[src/rtl/logic_unit_pipe.sv]
// Registered 8-op bitwise logic unit feeding an in-order DEPTH-entry result FIFO.
// Ports: clk, rst_n; in_valid/in_ready/OP/A/B in; out_valid/out_ready/C/level out;
// Z/P head flags only when LOGIC_PIPE_FLAGS_EN is defined.
module logic_unit_pipe #(
  parameter int WIDTH = 32,
  parameter int DEPTH = 2
) (
  input  logic                       clk,
  input  logic                       rst_n,
  input  logic                       in_valid,
  output logic                       in_ready,
  input  logic [2:0]                 OP,
  input  logic [WIDTH-1:0]           A,
  input  logic [WIDTH-1:0]           B,
  output logic                       out_valid,
  input  logic                       out_ready,
  output logic [WIDTH-1:0]           C,
`ifdef LOGIC_PIPE_FLAGS_EN
  output logic                       Z,
  output logic                       P,
`endif
  output logic [$clog2(DEPTH+1)-1:0] level
);

  localparam int LW = $clog2(DEPTH + 1);
  localparam int PW = $clog2(DEPTH);
`ifdef LOGIC_PIPE_FLAGS_EN
  localparam int EW = WIDTH + 2;
`else
  localparam int EW = WIDTH;
`endif

  logic [WIDTH-1:0] res;
  logic [EW-1:0]    wdata;
  logic [EW-1:0]    head;
  logic [EW-1:0]    mem [DEPTH];
  logic [PW-1:0]    wr_ptr;
  logic [PW-1:0]    rd_ptr;
  logic [LW-1:0]    lvl;
  logic             push;
  logic             pop;

  always_comb begin
    res = '0;
    unique case (OP)
      3'b000: res = A & B;
      3'b001: res = A | B;
      3'b010: res = A ^ B;
      3'b011: res = ~(A & B);
      3'b100: res = ~(A | B);
      3'b101: res = ~(A ^ B);
      3'b110: res = ~A;
      3'b111: res = A;
    endcase
  end

  // Flags are computed on entry so the head flags come straight from storage.
`ifdef LOGIC_PIPE_FLAGS_EN
  assign wdata = {~|res, ^res, res};
`else
  assign wdata = res;
`endif

  // in_ready depends only on the occupancy register: a pop cannot
  // free a slot for a push in the same cycle.
  assign in_ready  = (lvl != LW'(DEPTH));
  assign out_valid = (lvl != '0);
  assign push      = in_valid && in_ready;
  assign pop       = out_valid && out_ready;
  assign level     = lvl;
  assign head      = mem[rd_ptr];

  always_ff @(posedge clk or negedge rst_n) begin
    if (!rst_n) begin
      wr_ptr <= '0;
      rd_ptr <= '0;
      lvl    <= '0;
      for (int i = 0; i < DEPTH; i++) begin
        mem[i] <= '0;
      end
    end else begin
      if (push) begin
        mem[wr_ptr] <= wdata;
        wr_ptr      <= wr_ptr + 1'b1;
      end
      if (pop) begin
        rd_ptr <= rd_ptr + 1'b1;
      end
      unique case ({push, pop})
        2'b10:   lvl <= lvl + 1'b1;
        2'b01:   lvl <= lvl - 1'b1;
        default: lvl <= lvl;
      endcase
    end
  end

  assign C = out_valid ? head[WIDTH-1:0] : '0;
`ifdef LOGIC_PIPE_FLAGS_EN
  assign Z = out_valid ? head[WIDTH+1] : 1'b1;
  assign P = out_valid ? head[WIDTH]   : 1'b0;
`endif

endmodule

[config.mk]
export PLATFORM = sky130hd
export DESIGN_NAME = logic_unit_pipe
export DESIGN_NICKNAME = d
export VERILOG_FILES = /design/src/rtl/logic_unit_pipe.sv
export SDC_FILE = /design/constraint.sdc
export NUM_CORES = 1
export LEC_CHECK = 0
export CAP_MARGIN = 20
export CORE_MARGIN = 3
export CORE_UTILIZATION = 59
export DETAILED_ROUTE_END_ITERATION = 10
export PLACE_DENSITY = 0.88
export SLEW_MARGIN = 20
export SYNTH_ARGS = -nofsm -noshare
export SYNTH_HDL_FRONTEND = slang
export SYNTH_SLANG_ARGS = --single-unit
[constraint.sdc]
create_clock -name clk -period 4.2 [get_ports clk]
set_input_delay 0.42 -clock clk [delete_from_list [all_inputs] [get_ports clk]]
set_output_delay 0.42 -clock clk [all_outputs]
set_load 0.02 [all_outputs]
### Word-level counts from Yosys, hierarchy flattened

Cells that the tools add are included.

* add/sub/neg operators: 4
* multiply operators: 0
* divide/modulo/power cells: 0
* $lt $le $gt $ge: 3
* eq/ne operators: 10
* shift operators: 0
* multiplexer cells: 9
* bitwise operators: 9
* reductions and logical operators: 6

Operators with widths (number)
* 32-bit case mux with 8 select lines: 1
* 32-bit two-way mux: 5
* 32-bit inverter: 4
* 64-bit bitwise mux: 1
* 32-bit AND: 1
* 32-bit demux with 1-bit select: 1
* 32-bit bitwise OR: 1
* 32-bit bitwise XOR: 1
* 3-bit equality test (second input constant): 4
* 3-bit by 2-bit equality test with 1-bit output (second input constant): 2
* 2-bit greater-or-equal comparator (second input constant): 2
* 1-bit inverter with 2-bit output: 2
* 2-bit case mux with 2 select lines: 1
* 2-bit nonzero test: 2
* 3-bit by 1-bit equality test with 1-bit output (second input constant): 1
* 1-bit logical AND: 3
* 3-bit zero test: 1
* 1-bit adder (second input constant): 2
* 2-bit by 1-bit adder with 2-bit output (second input constant): 1
* 2-bit by 1-bit equality test with 1-bit output (second input constant): 1
* 2-bit equality test (second input constant): 1
* 2-bit by 1-bit < comparator with 1-bit output (second input constant): 1
* 2-bit inequality test (second input constant): 1
* 2-bit by 1-bit subtractor with 2-bit output (second input constant): 1

* register bits after elaboration: 68
* bits in latches: 0
* memory bits (writable): 0
* memory bits (read-only): 0
* input bits: 71
* output and inout bits: 36
* word-level logic and storage cells: 46
* memories kept: 0

### Logic depth before layout (Yosys ltp)

* word-level depth: 6
* depth in mapped cells: 7
* gate-level depth less buffers: 7

### Worst setup path before layout

OpenSTA, ideal clock, no wires.

* path kind: register -> register
* start: register lvl[0] (netlist: level[0])
* end: register lvl[1] (netlist: level[1])
* setup time: 80 ps
* arrival: 1693 ps
* required time: 4120 ps
* setup slack: 2427 ps
* stages on the path, launching flop included: 7
* buffers on the path: 0
* clock period less this slack: 1773 ps
* path through: dfrtp_1 -> nor2_1 -> inv_1 -> and2_1 -> ha_1 -> nor2_1 -> xor2_1

* cells in the longest elaborated chain, start to end: 4
* elaborated cells between the ends (all ways): 10
* those cells by class: add/sub (2); eq/ne (3); mux (1); reduce/logical (4)

RTL lines
* start, declared: RTL line 39 `logic [LW-1:0] lvl;`
* start signal, assigned: RTL line 90 `2'b10: lvl <= lvl + 1'b1;`
* start signal, assigned: RTL line 91 `2'b01: lvl <= lvl - 1'b1;`
* start signal, assigned: RTL line 92 `default: lvl <= lvl;`
* 2-bit nonzero test (*): RTL line 67 `assign out_valid = (lvl != '0);`
* net out_valid: RTL line 15 `output logic out_valid,`
* 1-bit logical AND (*): RTL line 69 `assign pop = out_valid && out_ready;`
* net pop: RTL line 41 `logic pop;`
* 2-bit by 1-bit equality test with 1-bit output / 2-bit equality test (equally long branches): RTL line 89 `unique case ({push, pop})`
* 2-bit case mux with 2 select lines / 2-bit nonzero test (equally long branches)

Mark *: on every way through the listed nets, which the timed path passes. The rest lies on a longest branch.
A chain may end at the register's enable or synchronous reset.

### Final worst setup path

* start: register rd_ptr
* end: output C[10]

* cells in the longest elaborated chain, start to end: 5

RTL lines
* start, declared: RTL line 38 `logic [PW-1:0] rd_ptr;`
* start signal, assigned: RTL line 87 `rd_ptr <= rd_ptr + 1'b1;`
* 1-bit inverter with 2-bit output (not written as such): RTL line 71 `assign head = mem[rd_ptr];`
* 32-bit two-way mux (not written as such) (3 in series): RTL line 71
* 32-bit two-way mux: RTL line 97 `assign C = out_valid ? head[WIDTH-1:0] : '0;`
* end, declared: RTL line 17 `output logic [WIDTH-1:0] C,`

No other way between the ends. The select of a mux whose other input is x is not followed.

==> reports/results.txt <==
CTS H-Tree Depth -> 3
Starting Density -> 61.9%
GR Util All Layers -> 30.9%
CP Launch Type -> flop
Post-synth ARST share -> 100%
setup slack after layout -> 1230 ps
Max Cap Viol -> 0
DRC -> 0
Num CTS Buffers -> 9
Yosys top cell area share -> 27.6%
final-layout fill cell count -> 728
gr ovfl total -> 0
Seq cells post-synth -> 68
top cells by count, synth -> nor2_1 (76), nand2_1 (69), dfrtp_1 (68)
HPWL after DPL -> 12400 um
utilization after layout -> 74.3%
status -> finished clean
cell accounting for the most synthesized area -> dfrtp_1
Ports -> 107
worst path arrival time -> 2550 ps
Pwr Total -> 3.92 mW
number of enable flip-flop cells after synthesis -> 0
Wirelength per Cell -> 18.8 um
design area -> 0.00740 sq mm
Synth Flop Type -> dfrtp_1
Worst Path Required -> 3780 ps
Layout Skew -> 11.4 ps
Final Max Tran Viols -> 0
FMAX -> 0.337 GHz
Die X -> 108 um
global-route wire length before repair -> 28600 um
Worst-Skew Late Latency -> 370 ps
CTS Root Cell -> clkbuf_8
post-route minimum period -> 2970 ps
Synth Instances -> 740
Antenna Cells -> 0
fin cells -> 947
r2r worst-path depth -> 6
Slew @ Worst Pin -> 1030 ps
Final period util -> 70.7%
vias -> 5950
library cells used by synthesis -> 34
Area Overhead vs Synth -> 20.0%
Power Density -> 530 mW/mm^2
layout cells sized above 1 -> 6.51%
Worst path slowest cell -> dfrtp_2
Routed Antenna Nets -> 0
placed cell area -> 0.00718 sq mm
HP Class -> input port to async pin
wirelength, routed -> 17800 um
placed cell count -> 931
TritonRoute pass-1 iters -> 6
CTS tree -> yes
Nets -> 945
initial drt markers -> 592
CORE AREA -> 0.00995 sq mm
register area share after synthesis -> 27.6%
Hold Vio Cnt, Final -> 0
post-synth net total -> 876
Setup WS pre-CTS -> 1480 ps
# clock sinks -> 68
final RePlAce weighted congestion -> 0.868
post-cts resize count -> 0
Syn. warnings -> 0
Worst Path Class, Setup -> flop to primary output
vias in the first global route -> 5853
Max IR drop VDD -> 0.436 mV
largest net degree at the start of global routing -> 95
DR vias/cell -> 6.28
row count -> 36
input/output buffers -> 106
final setup TNS -> 0 ps
Max-slew headroom -> 31.0%
Mapped Avg Cell Area -> 8.33 sq um
die area -> 0.0117 sq mm
die height -> 108 um
RSZ-0062 raised after global routing -> false
most numerous cell in the Yosys netlist -> nor2_1
reg2reg setup slack -> 2230 ps
Setup crit end kind -> primary output
synth top area cells -> dfrtp_1 (28%), ha_1 (13%), o31ai_1 (7.8%)
antenna violations before repair -> 0
Setup Buffers After CTS -> 0
reg-to-reg startpoint -> level[1]
max incr delay on CP -> 1050 ps
# setup viols final -> 0
Crit Reg-Reg Endpoint -> level[1]
leak pwr -> 3.40 nW
hold_ws -> 147 ps
Hold Buf Count CTS -> 0
Netlist Area Pre-Place -> 0.00616 sq mm
crit-path cells -> mux2i_1 > nor2_1 > clkdlybuf4s50_1
CP Max Fanout -> 33
maximum buffer depth of the clock tree -> 2
Reg clk slew, reported paths -> 80 ps
==> area by class of cell <==
cell class / count / area [sq um] / share of cell area, %
Multi-Input combinational cell: 546 / 3940 / 53.2
Sequential cell: 68 / 1700 / 23.0
Timing Repair Buffer: 118 / 1130 / 15.3
Inverter: 66 / 248 / 3.35
Tap cell: 133 / 166 / 2.25
Clock buffer: 9 / 124 / 1.67
Clock inverter: 7 / 91.3 / 1.23
==> cells by family (layout without fill, tap and decap cells) <==
group,after synthesis,in the layout,share of synthesized area (%)
multiplexers,58,58,9.66
buffers and inverters,126,200,8.73
adder cells (fa/ha/maj),65,65,13.2
AND/OR/NAND/NOR,257,257,20.8
XOR/XNOR,4,4,0.568
AO/OA/AOI/OAI,162,162,19.5
flip-flops,68,68,27.6
==> critical path: cells and delay by family, from the launching register on <==
family	cells	cell delay, ps
flip-flops	1	1050
buffers and inverters	1	640
multiplexers	1	260
AND/OR/NAND/NOR	1	220
==> report_power, final <==
group	switching [mW]	total (mW)	leakage, nW	internal, mW
combinational	1.12	2.07	2.45	0.945
clock	0.265	0.597	0.109	0.332
sequential	0.298	1.26	0.844	0.962
total	1.68	3.92	3.40	2.24
==> layer usage <==
layer / part of all wire [%] / global-route usage [%] / routed length [um]
met1: 42 / 42.4 / 7460
met5: 0 / 0 / 0
met3: 9.4 / 5.73 / 1680
met2: 46 / 48.4 / 8130
met4: 3.1 / 12.0 / 552
==> flip-flops by register name (all words and copies together) (netlist names) <==
name	flops
rd_ptr	1
mem	64
wr_ptr	1
level	2
==> worst max-delay path by stage <==
stage	start	slack (ps)	cells past startpoint	to
2_1_floorplan	level[0]	2430	6	level[1]
3_3_place_gp	OP[2]	1530	6	mem[35]
3_5_place_dp	OP[2]	1480	6	mem[62]
4_1_cts	rd_ptr	1270	3	C[10]
5_1_grt	rd_ptr	1190	3	C[4]
6_report	rd_ptr	1230	3	C[10]
==> layout by cell type (no fill, tap or decap), types with 6 or more instances in the layout <==
| cell type | n |
|---|---|
| nand2b_1 | 6 |
| a32o_1 | 17 |
| a211oi_1 | 37 |
| inv_1 | 65 |
| o31ai_1 | 64 |
| o32ai_1 | 6 |
| o2bb2ai_1 | 7 |
| clkdlybuf4s50_1 | 102 |
| nor3_1 | 28 |
| a21oi_1 | 29 |
| ha_1 | 65 |
| dfrtp_1 | 67 |
| clkbuf_8 | 9 |
| nand2_1 | 69 |
| mux2_2 | 12 |
| nor2_1 | 74 |
| nand3b_1 | 16 |
| mux2i_1 | 46 |
| buf_4 | 12 |
| nor4b_1 | 12 |
| nor2b_1 | 39 |
Note: power is estimated with default switching activity, not from simulation.
